===== config.mk =====
export PLATFORM = sky130hd
export DESIGN_NAME = mouse_pos
export DESIGN_NICKNAME = d
export VERILOG_FILES = /design/src/rtl/mouse_pkg.sv /design/src/rtl/ps2_pkt_asm.sv /design/src/rtl/mouse_pos.sv
export SDC_FILE = /design/constraint.sdc
export NUM_CORES = 1
export LEC_CHECK = 0
export ABC_AREA = 1
export CAP_MARGIN = 30
export CORE_MARGIN = 3
export CORE_UTILIZATION = 54
export DETAILED_ROUTE_END_ITERATION = 16
export GPL_TIMING_DRIVEN = 0
export PLACE_DENSITY = 0.85
export SYNTH_ARGS = -nofsm -noshare
export SYNTH_HDL_FRONTEND = slang
export SYNTH_SLANG_ARGS = --single-unit

===== constraint.sdc =====
create_clock -name clk -period 3.33 [get_ports clk]
set_input_delay 0.666 -clock clk [delete_from_list [all_inputs] [get_ports clk]]
set_output_delay 0.666 -clock clk [all_outputs]
set_load 0.02 [all_outputs]

===== src/rtl/mouse_pkg.sv =====
// Shared types and constants for the PS/2 mouse cursor path.
// Optional MOUSE_BTN_EN adds button fields to the packet bundle.
package mouse_pkg;

  typedef enum logic [1:0] {
    WAIT_B0 = 2'd0,
    WAIT_B1 = 2'd1,
    WAIT_B2 = 2'd2
  } pkt_state_t;

  localparam int COL_CENTER  = 320;
  localparam int ROW_CENTER  = 240;
  localparam int COL_MIN_DEF = 192;
  localparam int COL_MAX_DEF = 448;
  localparam int ROW_MIN_DEF = 112;
  localparam int ROW_MAX_DEF = 368;
  localparam int TIMEOUT_DEF = 2000000;

  typedef struct packed {
    logic       ovf;
    logic       sy;
    logic       sx;
`ifdef MOUSE_BTN_EN
    logic [1:0] btn;
`endif
    logic [7:0] x;
    logic [7:0] y;
  } pkt_t;

  function automatic logic [10:0] clamp11(
    input logic signed [10:0] v,
    input int                 lo,
    input int                 hi
  );
    int vi;
    vi = int'(v);
    if (vi < lo) vi = lo;
    if (vi > hi) vi = hi;
    return 11'(vi);
  endfunction

endpackage


===== src/rtl/ps2_pkt_asm.sv =====
// Assembles 3-byte PS/2 mouse packets with header resync and
// an inter-byte timeout that drops partial packets.
module ps2_pkt_asm
  import mouse_pkg::*;
#(
  parameter int TIMEOUT_CYC = TIMEOUT_DEF
) (
  input  logic       clk,
  input  logic       rst_n,
  input  logic [7:0] rx_data,
  input  logic       rx_valid,
  output logic       pkt_strobe,
  output pkt_t       pkt
);

  localparam int CW = $clog2(TIMEOUT_CYC + 1);

  pkt_state_t    state;
  pkt_state_t    state_nxt;
  logic [CW-1:0] gap_cnt;
  logic          timeout;
  logic          take_hdr;
  logic          ovf_q;
  logic          sy_q;
  logic          sx_q;
  logic [7:0]    x_q;
`ifdef MOUSE_BTN_EN
  logic [1:0]    btn_q;
`endif

  assign take_hdr = rx_valid && (state == WAIT_B0) && rx_data[3];

  assign timeout = (state != WAIT_B0) && !rx_valid &&
                   (gap_cnt == CW'(TIMEOUT_CYC - 1));

  // Next-state: consume only on rx_valid, abandon partials on timeout
  always_comb begin
    state_nxt  = state;
    pkt_strobe = 1'b0;
    unique case (state)
      WAIT_B0: begin
        if (take_hdr) state_nxt = WAIT_B1;
      end
      WAIT_B1: begin
        if (rx_valid)     state_nxt = WAIT_B2;
        else if (timeout) state_nxt = WAIT_B0;
      end
      WAIT_B2: begin
        if (rx_valid) begin
          state_nxt  = WAIT_B0;
          pkt_strobe = 1'b1;
        end else if (timeout) begin
          state_nxt = WAIT_B0;
        end
      end
      default: state_nxt = WAIT_B0;
    endcase
  end

  // State register
  always_ff @(posedge clk or negedge rst_n) begin
    if (!rst_n) state <= WAIT_B0;
    else        state <= state_nxt;
  end

  // Idle-cycle counter, only runs while a packet is in flight
  always_ff @(posedge clk or negedge rst_n) begin
    if (!rst_n)
      gap_cnt <= '0;
    else if (rx_valid || state == WAIT_B0 || timeout)
      gap_cnt <= '0;
    else
      gap_cnt <= gap_cnt + 1'b1;
  end

  // Header fields and X byte capture
  always_ff @(posedge clk or negedge rst_n) begin
    if (!rst_n) begin
      ovf_q <= 1'b0;
      sy_q  <= 1'b0;
      sx_q  <= 1'b0;
      x_q   <= '0;
`ifdef MOUSE_BTN_EN
      btn_q <= '0;
`endif
    end else begin
      if (take_hdr) begin
        ovf_q <= rx_data[7] | rx_data[6];
        sy_q  <= rx_data[5];
        sx_q  <= rx_data[4];
`ifdef MOUSE_BTN_EN
        btn_q <= rx_data[1:0];
`endif
      end
      if (rx_valid && state == WAIT_B1) x_q <= rx_data;
    end
  end

  // Y byte goes straight through so the update lands next cycle
  always_comb begin
    pkt     = '0;
    pkt.ovf = ovf_q;
    pkt.sy  = sy_q;
    pkt.sx  = sx_q;
`ifdef MOUSE_BTN_EN
    pkt.btn = btn_q;
`endif
    pkt.x   = x_q;
    pkt.y   = rx_data;
  end

endmodule


===== src/rtl/mouse_pos.sv =====
// Cursor position tracker: clamps PS/2 deltas into a window and
// publishes on vsync. MOUSE_BTN_EN adds btn_left/btn_right.
module mouse_pos
  import mouse_pkg::*;
#(
  parameter int COL_MIN     = COL_MIN_DEF,
  parameter int COL_MAX     = COL_MAX_DEF,
  parameter int ROW_MIN     = ROW_MIN_DEF,
  parameter int ROW_MAX     = ROW_MAX_DEF,
  parameter int TIMEOUT_CYC = TIMEOUT_DEF
) (
  input  logic       clk,
  input  logic       rst_n,
  input  logic [7:0] rx_data,
  input  logic       rx_valid,
  input  logic       vsync_tick,
`ifdef MOUSE_BTN_EN
  output logic       btn_left,
  output logic       btn_right,
`endif
  output logic [9:0] mouse_col,
  output logic [8:0] mouse_row,
  output logic       pkt_done
);

  logic               pkt_strobe;
  pkt_t               pkt;
  logic               accept;
  logic signed [10:0] dx;
  logic signed [10:0] dy;
  logic signed [10:0] col_sum;
  logic signed [10:0] row_sum;
  logic [10:0]        col_cl;
  logic [10:0]        row_cl;
  logic [9:0]         col_q;
  logic [8:0]         row_q;

  ps2_pkt_asm #(
    .TIMEOUT_CYC(TIMEOUT_CYC)
  ) u_asm (
    .clk       (clk),
    .rst_n     (rst_n),
    .rx_data   (rx_data),
    .rx_valid  (rx_valid),
    .pkt_strobe(pkt_strobe),
    .pkt       (pkt)
  );

  assign accept = pkt_strobe && !pkt.ovf;

  // Sign-extended deltas and clamped candidate position
  always_comb begin
    dx      = {{3{pkt.sx}}, pkt.x};
    dy      = {{3{pkt.sy}}, pkt.y};
    col_sum = $signed({1'b0, col_q}) + dx;
    row_sum = $signed({2'b00, row_q}) - dy;
    col_cl  = clamp11(col_sum, COL_MIN, COL_MAX);
    row_cl  = clamp11(row_sum, ROW_MIN, ROW_MAX);
  end

  // Internal position and packet pulse
  always_ff @(posedge clk or negedge rst_n) begin
    if (!rst_n) begin
      col_q    <= 10'(COL_CENTER);
      row_q    <= 9'(ROW_CENTER);
      pkt_done <= 1'b0;
    end else begin
      pkt_done <= accept;
      if (accept) begin
        col_q <= col_cl[9:0];
        row_q <= row_cl[8:0];
      end
    end
  end

  // Frame-synchronous publish of the internal position
  always_ff @(posedge clk or negedge rst_n) begin
    if (!rst_n) begin
      mouse_col <= 10'(COL_CENTER);
      mouse_row <= 9'(ROW_CENTER);
    end else if (vsync_tick) begin
      mouse_col <= col_q;
      mouse_row <= row_q;
    end
  end

`ifdef MOUSE_BTN_EN
  // Buttons follow each accepted packet without frame sync
  always_ff @(posedge clk or negedge rst_n) begin
    if (!rst_n) begin
      btn_left  <= 1'b0;
      btn_right <= 1'b0;
    end else if (accept) begin
      btn_left  <= pkt.btn[0];
      btn_right <= pkt.btn[1];
    end
  end
`endif

endmodule


==> results of run 1 <==
[cell usage after synthesis (3+ instances only)]
cell type / number
nand2_1: 137
clkbuf_1: 4
nand2_2: 6
nand3_1: 29
nand3b_1: 3
dfrtp_1: 61
nand4_1: 12
nor2_1: 62
nor3_1: 16
ha_1: 23
a21oi_1: 21
o21bai_1: 3
nor3_2: 4
inv_2: 6
dfstp_2: 12
inv_1: 71
mux2_2: 17
nor4_1: 4
a21oi_2: 11
xor2_1: 5
nand2_4: 3
o21ai_0: 23
[path summary, 6_finish.rpt]
path | slack [ns] | depth (start not counted) | endpoint
max | -0.10 | 28 | row_q[1]
min | 0.40 | 1 | mouse_col[3]
max reg2reg | 0.01 | 25 | row_q[1]
min reg2reg | 0.48 | 1 | u_asm.gap_cnt[20]
max in group asynchronous | 2.28 | 1 | u_asm.x_q[5]
min in group clk | 0.48 | 1 | u_asm.gap_cnt[20]
[critical path: cells and delay by family]
kind | cells | cell delay [ns]
AND/OR/NAND/NOR | 19 | 1.70
buffers and inverters | 6 | 0.68
AO/OA/AOI/OAI | 1 | 0.17
adder cells (fa/ha/maj) | 2 | 0.46
[metrics by stage]
step	setup TNS [ns]	total power, µW
final	-0.649	6120
after global placement	-57.52	4150
after CTS	-0.514	5440
after detailed placement	-9.13	4240
after floorplan	0	3490
after global routing	-1.93	6570
[registers in the layout, indices dropped and copies added (netlist names)]
signal	count
u_asm.ovf_q	1
u_asm.state	2
u_asm.sy_q	1
pkt_done	1
mouse_col	10
col_q	10
u_asm.x_q	8
mouse_row	9
u_asm.gap_cnt	21
u_asm.sx_q	1
row_q	9
[power by group through the flow]
stage	Clock (µW)	Combinational [µW]	Sequential, µW
finish	798	3860	1460
global route	861	4220	1490
CTS	802	3210	1420
detailed placement	0	2810	1420
global placement	0	2740	1410
floorplan	0	2020	1470
[layer usage]
layer / vias up / wire length, µm / track usage [%]
li1: 1988 / - / -
met1: 1999 / 4910 / 31.6
met2: 170 / 5640 / 38.5
met3: 39 / 703 / 4.25
met4: 0 / 412 / 10.6
met5: - / 0 / 0
[cell type report]
cell class              count  area (µm²)  share of cell area, %
repair buffers             63         537                   9.44
multi-input cells         405        2630                   46.2
flip-flops and latches     73        1840                   32.4
clock inverters             5        77.6                   1.36
inverters                  77         299                   5.26
plain buffers               7        27.5                  0.484
clock buffers              11         151                   2.66
well taps                 102         128                   2.24
[kinds of logic (layout without fill, tap and decap cells)]
family	Yosys count	after routing
XOR/XNOR	6	6
adder cells (fa/ha/maj)	25	25
multiplexers	17	17
AO/OA/AOI/OAI	69	69
AND/OR/NAND/NOR	286	288
buffers and inverters	84	163
flip-flops	73	73
[repair_timing]
| item | in CTS | in global routing |
|---|---|---|
| cloned | 1 | 1 |
| setup buffers | 18 | 14 |
| gates resized for setup | 44 | 46 |
| setup endpoints to repair | 18 | 18 |
| pin swaps | 19 | 21 |
==> qor.yml, run 1 <==
drv_cap: 0
grt_pass1_vias: 3997
area_growth_pct: 27.4
grt_use_total_pct: 23.9
critPathKind: "input pin to flop"
wl_per_cell_um: 15.7
worstPathRequired_ns: 3.57
postSynthCellCount: 560
post_synth_and_or_nand_nor_area_fraction_pct: 29.5
post-route-min-period_ns: 3.43
rsz0062_at_grt: "yes"
syn_area_per_cell_um2: 7.97
cts.sinks: 73
yosysWarnings: 0
hold_ws_ns: 0.395
worstHoldPathType: "input pin to asynchronous set/reset pin"
timing.rr.start: "row_q[0]"
chipWidth_um: 96.9
end_kind: "flop"
synth_compound_area_share_pct: 9.33
start_util_pct: 56.6
syn_area_mm2: 0.00446
wl_mm: 11.7
pwr-share-seq_pct: 23.9
fin_skew_ns: 0.0145
root_buffer: "clkbuf_8"
drive_gt1_share_pct: 28.9
n_antenna_cell: 0
cp-startpoint: "rx_data[3]"
nFillCells: 526
synth_top_cell_by_area: "dfrtp_1"
slowest_delay_ns: 0.25
p_leak_uw: 0.00276
start_kind: "input pin"
slew_headroom_pct: 41.6
worst_pin_slew_ns: 0.876
synth_seq_cells: 73
p_int_uw: 3260
cp_common_cell: "nand2_1"
synth_ff_type: "dfrtp_1"
grt_max_degree: 74
place_congestion: 0.918
die-area_mm2: 0.00939
p_sw_uw: 2860
synth.top_cell.area_share_pct: 34.2
place_area_mm2: 0.00490
drc: 0
final_cell_mix: "nand2_1 (124), nor2_1 (60), dfrtp_1 (60)"
worstPathArrival_ns: 3.67
hold_viol: 0
synth_cell_types: 43
finalSetupViolCount: 9
p_sw_share_pct: 46.8
slowest_stage: "ha_4"
place_worst_setup_slack_ns: -0.909
synth_top_family_by_area: "simple AND/OR/NAND/NOR gates"
fmax_mhz: 291
dp_cells: 693
setup_ws_ns: -0.102
failed_checks: "setup timing"
p_clk_share_pct: 13.0
num_vias: 4196
synth_edf_count: 0
synth_xor_xnor_area_share_pct: 1.18
antenna_left: 0
ir_worst_vdd_uv: 599
fin_crit_sh_pct: 103
design_area_mm2: 0.00569
first_iter_violations: 431
worstSkewPairLatency_ns: 0.36
die_h_um: 96.9
cts_buffers: 9
synth_adder_area_share_pct: 7.34
portBuffers: 31
nNetsFinal: 673
antenna_found_initial: 0
power_density_mw_per_mm2: 1080
core_mm2: 0.00789
synth_area_leaders: "dfrtp_1 (34%), nand2_1 (12%), dfstp_2 (7.1%)"
htreeDepth: 3
dr.pass1.iters: 5
synth_seq_area_share_pct: 41.3
synth_mux_area_share_pct: 4.29
final_common_cell: "nand2_1"
io_pins: 32
path_max_fanout: 5
pwr-share-comb_pct: 63.1
clkTransAtPathRegs_ns: 0.09
post-route-util_pct: 72.1
hold_buffers: 0
rows: 32
slew_violations: 0
cts_tree: "yes"
finalNonFillerCells: 743
syn_nets: 597
grt_pass1_wl_mm: 18.3
viasPerCell: 5.65
status: "finished, violations left"
ctsLongestPathBuffers: 2
overflow: 0
ys_async_sr_fraction_pct: 100
dp_hpwl_mm: 7.54
Note: power is estimated with default switching activity, not from simulation.
==> run 2, diff against run 1 <==
--- a/config.mk
+++ b/config.mk
@@ -10,4 +10,5 @@
 export CORE_MARGIN = 3
 export CORE_UTILIZATION = 54
+export CTS_CLUSTER_SIZE = 20
 export DETAILED_ROUTE_END_ITERATION = 16
 export GPL_TIMING_DRIVEN = 0
==> constraint.sdc (replaced) <==
create_clock -name clk -period 3.33 [get_ports clk]
set_input_delay 0.999 -clock clk [delete_from_list [all_inputs] [get_ports clk]]
set_output_delay 0.999 -clock clk [all_outputs]
set_load 0.02 [all_outputs]
==> qor.yml, run 2 (synthesis results as in run 1) <==
status: "finished, violations left"
failed_checks: "setup timing"
fin_crit_sh_pct: 114
multi_input_area_mm2: 0.00273
rsz0062_at_grt: "yes"
worst-path-buf-inv: 4
p_leak_uw: 0.00279
place_area_mm2: 0.00496
end_kind: "flop"
viasPerCell: 5.90
grt_max_degree: 74
post-route-util_pct: 73.5
grt_use_met3_pct: 3.53
cp_common_cell: "nand2_1"
antenna_found_initial: 0
p_int_uw: 3400
critPathKind: "input pin to flop"
core_mm2: 0.00789
chipWidth_um: 96.9
pwr-share-seq_pct: 22.6
dp_hpwl_mm: 7.78
worst_pin_slew_ns: 1.05
overflow: 0
place_congestion: 0.939
root_buffer: "clkbuf_8"
start_util_pct: 56.6
p_sw_uw: 3100
rows: 32
hold_ws_ns: 0.488
largest-register: "u_asm.gap_cnt"
area_growth_pct: 29.9
drive_gt1_share_pct: 32.5
start_kind: "input pin"
fin_skew_ns: 0.00927
nNetsFinal: 677
io_pins: 32
final_common_cell: "nand2_1"
worstPathArrival_ns: 4.02
ir_worst_vdd_uv: 963
num_vias: 4399
wl_mm: 13.1
fmax_mhz: 264
path_max_fanout: 5
hold_viol: 0
drv_cap: 0
dr.pass1.iters: 7
critPathTopFamily: "simple AND/OR/NAND/NOR gates"
antenna_left: 0
n_antenna_cell: 0
nFillCells: 485
busiest_layer: "met2"
setup_ws_ns: -0.461
drc: 0
p_clk_share_pct: 11.7
top_regs: "u_asm.gap_cnt: 21 flops, col_q: 10 flops, mouse_col: 10 flops"
post-route-min-period_ns: 3.79
pwr-share-comb_pct: 65.8
met1_usage_pct: 32.3
finalSetupViolCount: 9
cts.sinks: 73
clkTransAtPathRegs_ns: 0.07
portBuffers: 31
slowest_stage: "or2_4"
power_density_mw_per_mm2: 1120
worstSkewPairLatency_ns: 0.34
design_area_mm2: 0.00580
worstPathRequired_ns: 3.56
p_sw_share_pct: 47.7
htreeDepth: 3
grt_pass1_wl_mm: 19.6
final-seq-area_mm2: 0.00184
slew_violations: 0
slowest_delay_ns: 0.26
worstHoldPathType: "flop to flop"
die-area_mm2: 0.00939
ctsLongestPathBuffers: 2
largest_register_ff_count: 21
slew_headroom_pct: 29.8
grt_use_met2_pct: 41.6
total_power_uw: 6500
first_iter_violations: 421
cts_buffers: 9
final_cell_mix: "nand2_1 (110), dfrtp_1 (61), nor2_1 (57)"
cts_tree: "yes"
grt_use_total_pct: 25.2
die_h_um: 96.9
wl_per_cell_um: 17.6
grt_pass1_vias: 4266
==> run 2: changes by cell type in the layout (fill, tap and decap cells not counted), sizes merged <==
cell	previous run	this run
clkbuf	16	21
dlygate4sd2	3	2
clkinv	2	1
buf	37	41
clkinvlp	1	0
dlymetal6s2s	1	0
clkdlybuf4s15	1	0
clkdlybuf4s50	23	22
==> run 2: cell type report <==
cell class | count | share of cell area [%]
clock inverter | 3 | 1.12
buffer | 7 | 0.475
tap | 102 | 2.20
inverter | 77 | 5.11
timing repair buffer | 67 | 9.71
sequential | 73 | 31.8
clock buffer | 12 | 2.50
multi-input combinational | 405 | 47.1
==> run 2: per-layer routing <==
| layer | vias to the layer above | wire, µm |
|---|---|---|
| li1 | 1992 | - |
| met1 | 2093 | 5170 |
| met2 | 251 | 6530 |
| met3 | 63 | 886 |
| met4 | 0 | 513 |
| met5 | - | 0 |
==> run 2: path summary, 6_finish.rpt <==
kind / from / end / slack [ns] / depth (start not counted)
hold / removal: u_asm.gap_cnt[20] / u_asm.gap_cnt[20] / 0.49 / 1
setup / recovery: rx_data[2] / row_q[1] / -0.46 / 27
min in group asynchronous: rst_n / u_asm.gap_cnt[6] / 0.79 / 1
setup reg to reg: row_q[0] / row_q[1] / -0.27 / 26
hold reg to reg: u_asm.gap_cnt[20] / u_asm.gap_cnt[20] / 0.49 / 1
max in group asynchronous: rst_n / u_asm.ovf_q / 1.95 / 1
==> run 2: metrics by stage <==
step                      setup slack (ns)  cells  setup TNS [ns]
final                               -0.461    746           -3.73
after CTS                           -0.341    731           -2.88
after global placement               -1.15    693          -83.45
after detailed placement             -1.19    693          -12.02
after floorplan                     -0.195    560           -1.51
after global routing                -0.582    746           -5.23
==> run 2: timing repair <==
item,CTS,global route
buffers inserted,22,14
pin swaps,21,38
cloned,1,1
hold buffers,0,0
resized for setup,50,68
setup endpoints to repair,18,18
==> run 2: power by group through the flow <==
stage          Combinational (µW)  Sequential [µW]  Clock [µW]
2_1_floorplan                2080             1470           0
3_3_place_gp                 2810             1410           0
3_5_place_dp                 2900             1420           0
4_1_cts                      3380             1420         760
5_1_grt                      4590             1490         798
6_report                     4280             1470         759
==> run 3, diff against run 2 <==
- REMOVE_ABC_BUFFERS: not set -> 1
==> qor.yml, run 3 (synthesis results as in run 1) <==
rows: 32
grt_max_degree: 74
setup_ws_ns: -0.390
worstPathRequired_ns: 3.59
critPathKind: "input pin to flop"
min-delay-start: "u_asm.gap_cnt[20]"
worstPathArrival_ns: 3.98
first_iter_violations: 433
power_density_mw_per_mm2: 1150
post-route-min-period_ns: 3.72
area_growth_pct: 28.4
failed_checks: "setup timing"
worstSkewPairLatency_ns: 0.37
drv_cap: 0
largest_register_ff_count: 21
hold_depth: 1
top_regs: "u_asm.gap_cnt: 21 flops, col_q: 10 flops, mouse_col: 10 flops"
place_congestion: 0.922
io_pins: 32
met1_usage_pct: 32.0
grt_use_met3_pct: 4.83
portBuffers: 31
reg2reg_to: "row_q[3]"
place_worst_setup_slack_ns: -1.34
n_antenna_cell: 0
dr.pass1.iters: 5
timing.rr.start: "row_q[0]"
die_h_um: 96.9
die-area_mm2: 0.00939
htreeDepth: 3
regToRegSetupSlack_ns: -0.21
grt_pass1_wl_mm: 19.7
worstRegToRegCells: 26
drive_gt1_share_pct: 30.8
chipWidth_um: 96.9
drc: 0
num_vias: 4400
viasPerCell: 5.98
dp_hpwl_mm: 7.36
ir_worst_vdd_uv: 1090
largest-register: "u_asm.gap_cnt"
clkTransAtPathRegs_ns: 0.08
wl_mm: 13.3
antenna_found_initial: 0
worst_pin_slew_ns: 1.02
finalSetupViolCount: 9
overflow: 0
grt_use_total_pct: 25.7
cts_tree: "yes"
min_to: "u_asm.gap_cnt[20]"
start_kind: "input pin"
busiest_layer: "met2"
p_leak_uw: 0.00277
start_util_pct: 56.6
cts.sinks: 73
root_buffer: "clkbuf_8"
fmax_mhz: 269
status: "finished, violations left"
wl_per_cell_um: 18.1
nNetsFinal: 666
fin_crit_sh_pct: 112
slew_headroom_pct: 31.7
worstHoldPathType: "flop to flop"
fin_skew_ns: 0.00991
core_mm2: 0.00789
hold_ws_ns: 0.464
cts_buffers: 9
final_common_cell: "nand2_1"
antenna_left: 0
path_max_fanout: 5
hold_viol: 0
grt_pass1_vias: 4263
rsz0062_at_grt: "yes"
setup_tns_ns: -3.22
ctsLongestPathBuffers: 2
end_kind: "flop"
final_cell_mix: "nand2_1 (115), dfrtp_1 (61), nor2_1 (58)"
slew_violations: 0
grt_use_met2_pct: 43.0
run 3: layout make-up:
cell class                      instances  area, µm²
Inverter                               77        297
Multi-Input combinational cell        405       2670
Fill cell                             512       2160
Sequential cell                        73       1840
Clock inverter                          5        103
Clock buffer                           11        141
Tap cell                              102        128
Timing Repair Buffer                   63        553
run 3: critical path: stages:
cell,delay (ns)
buf_8,0.08
ha_4,0.12
inv_4,0.04
fa_2,0.36
nand2_2,0.11
nand3_2,0.11
buf_4,0.15
a21oi_1,0.14
nand2_1,0.07
nand2_1,0.13
o21ai_1,0.11
nor3_2,0.24
ha_4,0.26
or2_4,0.24
nand2_2,0.06
nor2_2,0.03
nand2_1,0.05
nand2_1,0.06
inv_1,0.08
nand3_1,0.07
nand2_1,0.08
nand2_1,0.06
nand2_2,0.11
nand2_4,0.10
nand2_2,0.08
nand2_1,0.05
run 3: how the worst max path moves through the flow:
stage                     startpoint  cells past startpoint       end  slack, ns
after floorplan           rx_data[0]                     24  row_q[2]      -0.39
after global placement    rx_data[0]                     26  row_q[2]      -1.18
after detailed placement  rx_data[0]                     26  row_q[1]      -1.34
after CTS                 rx_data[0]                     25  row_q[3]      -0.26
after global routing      rx_data[4]                     26  row_q[3]      -0.55
final                     rx_data[0]                     26  row_q[3]      -0.39
run 3: metrics by stage:
stage / area, µm² / power (µW) / std cells / utilization [%]
floorplan: 4440 / 3480 / 553 / -
global placement: 4870 / 4120 / 686 / 61.8
detailed placement: 4890 / 4250 / 687 / 62.0
CTS: 5420 / 5550 / 721 / 68.8
global route: 5730 / 6950 / 736 / 72.7
finish: 5730 / 6590 / 736 / 72.7
run 3: power by group:
group          internal (µW)  total, µW  switching, µW
clock                    517        874            357
sequential              1200       1440            243
combinational           1710       4270           2550
run 3: metal layers:
| layer | share of wire [%] | up-vias |
|---|---|---|
| met4 | 5.2 | 0 |
| met5 | 0 | - |
| met1 | 38 | 2080 |
| li1 | - | 1961 |
| met3 | 8.2 | 71 |
| met2 | 49 | 288 |
run 3: timing repair:
action                                  in CTS  in global routing
hold buffers                                 0                  0
endpoints found under the setup margin      18                 18
buffers inserted                            17                 13
pin swaps                                   24                 30
resized for setup                           62                 52
gates cloned                                 1                  1
==> RTL change (flow settings as in run 3) <==
Add a define of `MOUSE_BTN_EN`.
--- a/src/rtl/mouse_pkg.sv
+++ b/src/rtl/mouse_pkg.sv
@@ -1,5 +1,7 @@
 // Shared types and constants for the PS/2 mouse cursor path.
 // Optional MOUSE_BTN_EN adds button fields to the packet bundle.
+`define MOUSE_BTN_EN
+
 package mouse_pkg;
 
   typedef enum logic [1:0] {
Behaviour (old outputs only; new: btn_left and btn_right): unchanged (equiv_simple and equiv_induct, registers matched by name and starting in step).
==> RTL change against run 3 <==
  * The run still ends with setup timing left
  * Fmax up 0.19%
  * Non-clock buffer count up 7
  * Power down 6.4%
  * Wire length down 3.1%
  * Setup slack better by 0.0070 ns
  * Sequential cell count up 4
  * Synthesized area up 2.0%
  * Design area up 2.6%
  * First-iteration DRC count down 12%
  * Via count up 1.2%
  * Worst hold slack better by 0.0051 ns
  * Combinational power down 7.5%
  * Clock power down 20%
  * Critical endpoint is now row_q[1]$_DFFE_PN0P_
  * Largest cell class unchanged
==> RTL change: results (changes against run 3) <==
Parameter                              Value

Setup path
  Flop2flop setup slack    -0.15 ns (+0.06 ns)
  Start point of the critical path    rx_data[4]

Global route
  Met3 Resource Use GR    0.03143 (-0.01688)
  Global-route wire length before repair    18.53 mm (-6.0%)

STA
  Final worst slack    -0.3829 ns (+0.006984 ns)
  Number of failing setup endpoints in the final timing report    9 (unchanged)
  Setup skew after layout    0.008323 ns (-0.001585 ns)
  Aggregate negative setup slack    -3.152 ns (+0.06580 ns)

Drt
  Met1 routed wirelength after detailed routing    4.890 mm (-2.7%)
  Overall routed net length    12.90 mm (-3.1%)
  Drt initial violations    383 (-12%)

Synthesis
  Share of the synthesized area in compound gates (AO/OA/AOI/OAI)    0.09783 (+0.004499)
  Most numerous cell types in the synthesized netlist    148 x sky130_fd_sc_hd__nand2_1, 74 x sky130_fd_sc_hd__inv_1, 65 x sky130_fd_sc_hd__dfrtp_1
  Largest cells by area after synthesis    sky130_fd_sc_hd__dfrtp_1 36%, sky130_fd_sc_hd__nand2_1 12%, sky130_fd_sc_hd__dfstp_2 6.9%
  Adder-cell share of the synthesized area    0.07200 (-0.001433)
  Yosys cell types    40 (-7.0%)

Status
  Status    complete, but fails checks
  Violated checks    setup timing

Worst hold path
  Hold/Removal Path Class    in2async

Power
  Pleak    2.886 nW (+4.2%)

Place
  Standard cell area after detailed placement    0.005025 mm^2 (+2.7%)
  Global placement routability congestion    0.8949 (-3.0%)
  Port Buf Inserts    33 (+6.5%)

Layout
  Number of nets in the layout    677 (+1.7%)
  Fraction of layout cells with a size suffix above 1    0.2899 (-0.01765)
  Final-layout fill cell count    494 (-3.5%)
-- RTL change: cell types whose count changed in the layout (fill, tap and decap cells not counted), sizes merged, moves of 3 or more --
cell,change
a21oi,+4
o21a,+3
dfrtp,+4
buf,+5
nand3,+5
nor2,-4
nand4,-5
inv,-3
nor3,-5
nand2,+12
-- RTL change: area by class of cell --
type                       count  area (um^2)  area share
clock buffer                  11        131.4     0.02234
clock inverter                 5        52.55    0.008936
inverter                      74        285.3     0.04851
multi-input combinational    408         2708      0.4604
sequential                    77         1942      0.3302
tap                          102        127.6     0.02170
timing repair buffer          70        634.4      0.1079
-- RTL change: what timing repair did --
item	4_1_cts	5_1_grt
endpoints found under the setup margin	18	18
resized for setup	63	61
setup buffers	20	14
cloned	1	1
pin swaps	22	35
-- RTL change: cell families (layout without fill, tap and decap cells) --
kind of cell / after synthesis / in the layout
mux: 16 / 16
simple gates: 285 / 287
flops: 77 / 77
buf+inv: 83 / 160
fa+ha+maj: 25 / 25
compound gates: 76 / 76
xor+xnor: 4 / 4
-- RTL change: power by group --
| group | total, W | internal, W | switching [W] |
|---|---|---|---|
| clock | 0.000700 | 0.000343 | 0.000357 |
| sequential | 0.00151 | 0.00126 | 0.000252 |
| combinational | 0.00395 | 0.00168 | 0.00228 |
-- RTL change: per-stage QoR --
stage	worst slack [ns]	hold slack (ns)	instances	util
3_3_place_gp	-1.315	0.4543	692	0.6237
5_1_grt	-0.4765	0.4704	747	0.7381
3_5_place_dp	-1.331	0.4724	695	0.6307
6_report	-0.3829	0.4694	747	0.7381
4_1_cts	-0.2066	0.4701	732	0.6910
2_1_floorplan	-0.4047	0.4336	557	-
